<file path="src/rtl/or_bus_event_latch_pkg.sv">
`default_nettype none
// ============================================================================
// Module   : or_bus_event_latch_pkg
// Purpose  : Shared constants for the OR-bus sticky event latch: FSM state
//            encoding and the default event-counter width.
// Revision : 1.0 - initial release
// ============================================================================
package or_bus_event_latch_pkg;

  // Two-state interrupt FSM; state register is a single bit.
  localparam logic [0:0] ST_IDLE   = 1'b0;
  localparam logic [0:0] ST_ACTIVE = 1'b1;

  // Default width of the saturating event counter.
  localparam int unsigned COUNT_BITS_DEFAULT = 4;

endpackage : or_bus_event_latch_pkg
`default_nettype wire

</file>
<file path="src/rtl/or_bus_event_latch_sync2.sv">
`default_nettype none
// ============================================================================
// Module   : or_bus_sync2
// Purpose  : NrOfBits-wide two-flop synchronizer. Each bit is synchronized
//            independently; both stages clear asynchronously on reset.
// Ports    : clock   - destination clock
//            reset_n - asynchronous active-low reset
//            d_i     - asynchronous input bus
//            q_o     - synchronized output bus (two cycles of latency)
// Revision : 1.0 - initial release
// ============================================================================
module or_bus_sync2 #(
  parameter int unsigned NrOfBits = 1
) (
  input  logic                clock,
  input  logic                reset_n,
  input  logic [NrOfBits-1:0] d_i,
  output logic [NrOfBits-1:0] q_o
);

  logic [NrOfBits-1:0] meta_q;
  logic [NrOfBits-1:0] sync_q;

  always_ff @(posedge clock or negedge reset_n) begin
    if (!reset_n) begin
      meta_q <= '0;
      sync_q <= '0;
    end else begin
      meta_q <= d_i;
      sync_q <= meta_q;
    end
  end

  assign q_o = sync_q;

endmodule : or_bus_sync2
`default_nettype wire

</file>
<file path="src/rtl/or_bus_event_latch.sv">
`default_nettype none
// ============================================================================
// Module   : or_bus_event_latch
// Purpose  : Sticky event capture downstream of a multi-bit OR bus gate.
//            Detects per-bit rising edges, latches them into sticky pending
//            flags with a registered interrupt, and keeps a saturating count
//            of captured edges with a sticky overflow flag. A level-sampled
//            clear acknowledges events; rises coincident with clear survive.
// Config   : OR_BUS_EVENT_SYNC_EN - when defined, or_result passes through a
//            two-flop synchronizer (adds two cycles of latency); otherwise it
//            is used directly and must already be synchronous to clock.
// Ports    : clock       - clock, rising edge
//            reset_n     - asynchronous active-low reset
//            or_result   - monitored OR bus [NrOfBits]
//            clear       - acknowledge/clear request
//            pending     - sticky per-bit rising-edge flags [NrOfBits]
//            irq         - high while FSM is ACTIVE (registered)
//            event_count - saturating captured-edge count [CountBits]
//            overflow    - sticky count-overflow flag
// Revision : 1.0 - initial release
// ============================================================================
module or_bus_event_latch
  import or_bus_event_latch_pkg::*;
#(
  parameter int unsigned NrOfBits  = 1,
  parameter int unsigned CountBits = COUNT_BITS_DEFAULT  // minimum 2
) (
  input  logic                 clock,
  input  logic                 reset_n,
  input  logic [NrOfBits-1:0]  or_result,
  input  logic                 clear,
  output logic [NrOfBits-1:0]  pending,
  output logic                 irq,
  output logic [CountBits-1:0] event_count,
  output logic                 overflow
);

  // Saturation limit held at CountBits+1 bits so it compares directly
  // against the unsaturated sum.
  localparam logic [CountBits:0] CNT_MAX = {1'b0, {CountBits{1'b1}}};

  logic [NrOfBits-1:0]  s_w;
  logic [NrOfBits-1:0]  prev_q;
  logic [NrOfBits-1:0]  rise_w;
  logic [NrOfBits-1:0]  pending_q, pending_d;
  logic [CountBits-1:0] count_q,   count_d;
  logic                 overflow_q, overflow_d;
  logic [0:0]           state_q,   state_d;
  logic [CountBits:0]   n_w;
  logic [CountBits:0]   base_w;
  logic [CountBits:0]   sum_w;
  logic                 sat_hit_w;

  // --------------------------------------------------------------------------
  // Input path
  // --------------------------------------------------------------------------
`ifdef OR_BUS_EVENT_SYNC_EN
  or_bus_sync2 #(
    .NrOfBits (NrOfBits)
  ) u_sync (
    .clock   (clock),
    .reset_n (reset_n),
    .d_i     (or_result),
    .q_o     (s_w)
  );
`else
  assign s_w = or_result;
`endif

  // prev resets to 0, so a bit already high when reset releases is one rise.
  assign rise_w = s_w & ~prev_q;

  // --------------------------------------------------------------------------
  // Next-state logic
  // --------------------------------------------------------------------------
  always_comb begin
    // Popcount of this cycle's rises. Assumes NrOfBits fits in CountBits+1
    // bits; any realistic bus/counter pairing satisfies this.
    n_w = '0;
    for (int i = 0; i < int'(NrOfBits); i++) begin
      n_w = n_w + {{CountBits{1'b0}}, rise_w[i]};
    end

    // Clear restarts the count from this cycle's rises rather than zero,
    // so coincident edges are not lost.
    base_w    = clear ? '0 : {1'b0, count_q};
    sum_w     = base_w + n_w;
    sat_hit_w = (sum_w > CNT_MAX);
    count_d   = sat_hit_w ? CNT_MAX[CountBits-1:0] : sum_w[CountBits-1:0];

    // Clear drops overflow, but the same cycle's rises may re-set it.
    overflow_d = (overflow_q & ~clear) | sat_hit_w;

    pending_d = clear ? rise_w : (pending_q | rise_w);

    state_d = state_q;
    case (state_q)
      ST_IDLE:   if (pending_d != '0) state_d = ST_ACTIVE;
      ST_ACTIVE: if (pending_d == '0) state_d = ST_IDLE;
      default:   state_d = ST_IDLE;
    endcase
  end

  // --------------------------------------------------------------------------
  // State registers
  // --------------------------------------------------------------------------
  always_ff @(posedge clock or negedge reset_n) begin
    if (!reset_n) begin
      prev_q     <= '0;
      pending_q  <= '0;
      count_q    <= '0;
      overflow_q <= 1'b0;
      state_q    <= ST_IDLE;
    end else begin
      prev_q     <= s_w;
      pending_q  <= pending_d;
      count_q    <= count_d;
      overflow_q <= overflow_d;
      state_q    <= state_d;
    end
  end

  assign pending     = pending_q;
  assign irq         = (state_q == ST_ACTIVE);
  assign event_count = count_q;
  assign overflow    = overflow_q;

endmodule : or_bus_event_latch
`default_nettype wire

</file>
<file path="config.mk">
export PLATFORM = sky130hd
export DESIGN_NAME = or_bus_event_latch
export DESIGN_NICKNAME = d
export VERILOG_FILES = /design/src/rtl/or_bus_event_latch_pkg.sv /design/src/rtl/or_bus_event_latch_sync2.sv /design/src/rtl/or_bus_event_latch.sv
export SDC_FILE = /design/constraint.sdc
export NUM_CORES = 1
export LEC_CHECK = 0
export CAP_MARGIN = 20
export CORE_AREA = 2 2 39 41
export DETAILED_ROUTE_END_ITERATION = 8
export DIE_AREA = 0 0 41 43
export PLACE_DENSITY = 0.56
export SLEW_MARGIN = 40
export SYNTH_ARGS = -nofsm -noshare
export SYNTH_HDL_FRONTEND = slang
export SYNTH_SLANG_ARGS = --single-unit
</file>
<file path="constraint.sdc">
create_clock -name clock -period 3.7 [get_ports clock]
set_input_delay 0.74 -clock clock [delete_from_list [all_inputs] [get_ports clock]]
set_output_delay 0.74 -clock clock [all_outputs]
set_load 0.01 [all_outputs]
</file>
## Word level (Yosys, flattened, before mapping)

Cells that the tools add are included.

- Order comparisons: 1
- Mux-type cells: 4
- Add/sub/neg operators: 1
- Bitwise logic cells: 6

Operators with widths:

| kind | count |
|---|---|
| two-way mux 4 bit | 2 |
| adder 4 x 1 -> 5 bit | 1 |
| greater-than comparator 5 x 4 -> 1 bit, second input constant | 1 |
| AND 1 bit | 2 |
| two-way mux 1 bit | 2 |
| inverter 1 bit | 2 |
| bitwise OR 1 bit | 2 |

- Bits in registers: 8
- Bits of input ports: 4

## Depth between registers and ports, before layout

- Word-level depth: 5
- Depth in mapped cells: 5
- Depth with buffers taken out: 5

## Worst setup path before layout

Ideal clock, no wire load.

- Kind: input to register
- Start: input port or_result
- End: register count_q[2] (netlist: event_count[2])
- Setup time: 125 ps
- Required time: 3575 ps
- Slack: 1984 ps
- Cell stages on the path: 5
- Data arrival time: 1591 ps
- Path buffers: 0
- Cell sequence: nor2b_1 -> ha_1 -> ha_1 -> nand2b_1 -> mux2_4

- Word-level cells in the longest chain between the ends: 4

Ends and longest elaborated chain:

| what | line | text |
|---|---|---|
| start, declared | or_bus_event_latch.sv:30 | `input logic [NrOfBits-1:0] or_result,` |
| AND 1 bit (*) | or_bus_event_latch.sv:71 | `assign rise_w = s_w & ~prev_q;` |
| adder 4 x 1 -> 5 bit (*) | or_bus_event_latch.sv:87 | `sum_w = base_w + n_w;` |
| greater-than comparator 5 x 4 -> 1 bit | or_bus_event_latch.sv:88 | `sat_hit_w = (sum_w > CNT_MAX);` |
| two-way mux 4 bit (*) | or_bus_event_latch.sv:89 | `count_d = sat_hit_w ? CNT_MAX[CountBits-1:0] : sum_w[CountBits-1:0];` |
| named net count_d[2] | or_bus_event_latch.sv:46 | `logic [CountBits-1:0] count_q, count_d;` |
| end signal, assigned | or_bus_event_latch.sv:117 | `count_q <= count_d;` |
| end, declared | or_bus_event_latch.sv:46 |  |

The timed path passes the listed nets; every way through them passes the cells marked *.

## Final worst setup path

- Start: input port clear
- End: register count_q[2] (netlist: event_count[2])

- Word-level cells in the longest chain between the ends: 4

Ends and longest elaborated chain:

| what | line | text |
|---|---|---|
| start, declared | or_bus_event_latch.sv:31 | `input logic clear,` |
| two-way mux 4 bit (*) | or_bus_event_latch.sv:86 | `base_w = clear ? '0 : {1'b0, count_q};` |
| adder 4 x 1 -> 5 bit (*) | or_bus_event_latch.sv:87 |  |
| greater-than comparator 5 x 4 -> 1 bit | or_bus_event_latch.sv:88 |  |
| two-way mux 4 bit (*) | or_bus_event_latch.sv:89 |  |
| named net count_d[2] | or_bus_event_latch.sv:46 |  |

Marks and branches as above.

==> results by group <==
Outcome
  • Status: finished, final reports clean

Global route
  • Global-route wire length before repair: 1350 um
  • Largest net degree at the start of global routing: 8
  • Vias in the first global route: 330
  • Global-route usage over all layers: 12.7%
  • Total grt overflow: 0
  • Initial antenna violation count: 0

Synth
  • Post-synth top area share: 53.2%
  • Post-synth EDFFs: 0
  • Leading area contributor after synthesis: dfrtp_1
  • Largest family of logic cells by synthesized area: simple AND/OR/NAND/NOR gates
  • Yosys warns: 0
  • Post-Synth Simple-Gate Area: 22.8%
  • Synthesized area: 329 sq um
  • Commonest cells in the netlist: 7 x dfrtp_1, 3 x nand2b_1
  • Proportion of synthesized area in mux cells: 4.56%
  • Post-synthesis adder-cell area fraction: 7.60%
  • Post-synthesis compound-gate area fraction: 8.37%
  • Ys async rst share: 100%
  • Synth Register Bits: 7
  • Synth Flop Type: dfrtp_1
  • Leading post-synthesis cells by cell area: dfrtp_1 53%, ha_1 7.6%, nand2b_1 5.7%
  • XOR/XNOR Fraction of Synth Area: 0%
  • Syn avg cell area: 12.2 sq um
  • Total nets after synthesis: 33
  • Seq/Total Area, Yosys: 53.2%
  • Cell count after synthesis: 27
  • Count leader, synth: dfrtp_1
  • Count of cell types in the netlist: 15

Floorplanning
  • Die area: 0.00176 sq mm
  • Die W: 41 um
  • Die H: 43 um
  • Initial core utilization: 23.8%
  • I/O pins: 11
  • FP Rows: 14
  • Core area: 0.00138 sq mm

Critical path
  • Critical Path AT: 2.32 ns
  • Top delay family on crit path: buffers and inverters
  • Slowest stage delay, CP: 0.61 ns
  • CP Class: in2reg
  • Slowest CP cell: clkdlybuf4s50_1
  • Reg2reg start: prev_q$_DFF_PN0_
  • CP max FO: 7
  • CP required: 3.84 ns
  • Critical Path Start: clear
  • Worst Setup Start Kind: primary input
  • Buffers & Inverters on Critical Path: 1
  • Crit-path most repeated cell: ha_1
  • Critical-path cell list: clkdlybuf4s50_1, and2b_1, ha_1, ha_1, mux2_4
  • Worst setup EP type: flop

Power and ir drop
  • Leak: 0.225 nW
  • Maximum vdd drop: 0.000166 V
  • Power density cells: 375 mW/mm^2

Timing
  • Slew @ Worst Pin: 0.323 ns
  • Total negative setup slack: 0 ns
  • Slew headroom: 78.4%
  • RSZ-0062 raised after global routing: false
  • Fin crit share: 59.1%
  • Layout Skew: 0.00320 ns
  • Hold Violations, Final: 0
  • Final Max Slew Viols: 0
  • Achievable Freq: 457 MHz
  • Crit path time final: 2.19 ns
  • Final Setup Violations: 0

CTS
  • Clk slew on worst S/H paths: 0.05 ns
  • Clock Path Buffers: 2
  • Insertion delay to the later sink of the worst-skew pair: 0.25 ns
  • TritonCTS buffer count: 3
  • H-tree depth: 1
  • Clock Root Buffer: clkbuf_4
  • Postcts setup bufs: 0
  • CTS tree: built
  • Post_cts resized: 0
  • Hold Buf Count CTS: 0
  • Clock Sinks: 7

Drt
  • Vias: 251
  • DRT met1 WL: 288 um
  • Detail Route met3 WL: 20 um
  • Top routing layer in use: met3
  • Met2 wire length: 424 um
  • Starting DRT DRC Count: 3
  • Final ANT Viol Nets: 0
  • Routed len/inst: 13.1 um
  • DR vias/cell: 4.48
  • Total Wirelength: 732 um
  • DRC viols: 0
  • DRT Pass-1 Iters: 4

Flow run
  • Number of max-cap violations: 0

Finish
  • Layout filler cell count: 148
  • Diodes inserted: 0
  • Storage cell area: 175 sq um
  • P&R area growth vs syn: 42.2%
  • Multi-input logic area: 143 sq um
  • Nets: 47
  • Share of layout cells above drive strength 1: 15.0%
  • Non-Filler Instances: 56

Placed design
  • Gp weighted congestion: 0.704
  • # port buffers: 10
  • Post-Place Cells: 52

Worst hold path
  • Hold crit path type: reg2reg
  • Hold Startpoint: pending$_DFF_PN0_
## per-stage QoR
stage	worst slack [ns]	hold WS, ns	util, %	area (sq um)	total power [mW]
4_1_cts	1.52	0.505	33.8	468	0.180
2_1_floorplan	1.98	0.444	-	329	0.0926
3_3_place_gp	1.31	0.476	31.9	442	0.106
5_1_grt	1.40	0.547	33.8	468	0.188
3_5_place_dp	1.29	0.493	31.9	442	0.106
6_report	1.51	0.498	33.8	468	0.175
## cells by family after synthesis
family / Yosys count
adder cells (fa/ha/maj): 2
flip-flops: 7
AO/OA/AOI/OAI: 4
AND/OR/NAND/NOR: 11
multiplexers: 1
buffers and inverters: 2
## metal layers
metal  up-vias  GRT usage, %
li1        118             -
met1       130          10.9
met2         3          17.8
met3         0          6.81
met4         0          15.3
met5         -             0
## layout make-up
class / count / share of cell area, %
sequential: 7 / 37.4
multi-input combinational: 18 / 30.5
timing repair buffer: 10 / 21.4
clock buffer: 4 / 5.61
tap: 16 / 4.28
inverter: 1 / 0.802
## path summary, 6_finish.rpt
path                            cells after the start  slack, ns                       end
worst max register to register                      5       2.24  event_count[2]$_DFF_PN0_
worst min-delay path                                1       0.50         pending$_DFF_PN0_
worst max-delay path                                5       1.51  event_count[2]$_DFF_PN0_
worst min register to register                      1       0.50         pending$_DFF_PN0_
max in group asynchronous                           1       2.71         pending$_DFF_PN0_
min in group asynchronous                           1       0.75  event_count[2]$_DFF_PN0_
## sequential cells by signal (all words and copies together) (netlist names)
register / count
prev_q: 1
event_count: 4
overflow: 1
pending: 1
## worst reg2reg max path, stage by stage (launching register included)
cell and delay (ns):
dfrtp_1 0.35, nor2b_1 0.17, ha_1 0.22, ha_1 0.27
nand2b_1 0.08, mux2_4 0.26
## power by group
group | leakage, nW | internal [mW] | switching (mW) | total, mW
sequential | 0.0919 | 0.0804 | 0.00222 | 0.0826
combinational | 0.118 | 0.0135 | 0.00890 | 0.0224
clock | 0.0150 | 0.0412 | 0.0291 | 0.0703
total | 0.225 | 0.135 | 0.0402 | 0.175
## cells in the final DEF, fill, tap and decap left out, drive strengths merged
| cell type | netlist | layout |
|---|---|---|
| dfrtp | 7 | 7 |
| inv | 1 | 1 |
| and3 | 1 | 1 |
| a31oi | 2 | 2 |
| nor2b | 3 | 3 |
| ha | 2 | 2 |
| clkdlybuf4s50 | 0 | 10 |
| and2b | 2 | 2 |
| nand4b | 1 | 1 |
| a211oi | 1 | 1 |
| nand2b | 3 | 3 |
| clkbuf | 0 | 4 |
| mux2 | 1 | 1 |
| a21o | 1 | 1 |
| nor2 | 1 | 1 |
Power figures use the tool's default switching activity.
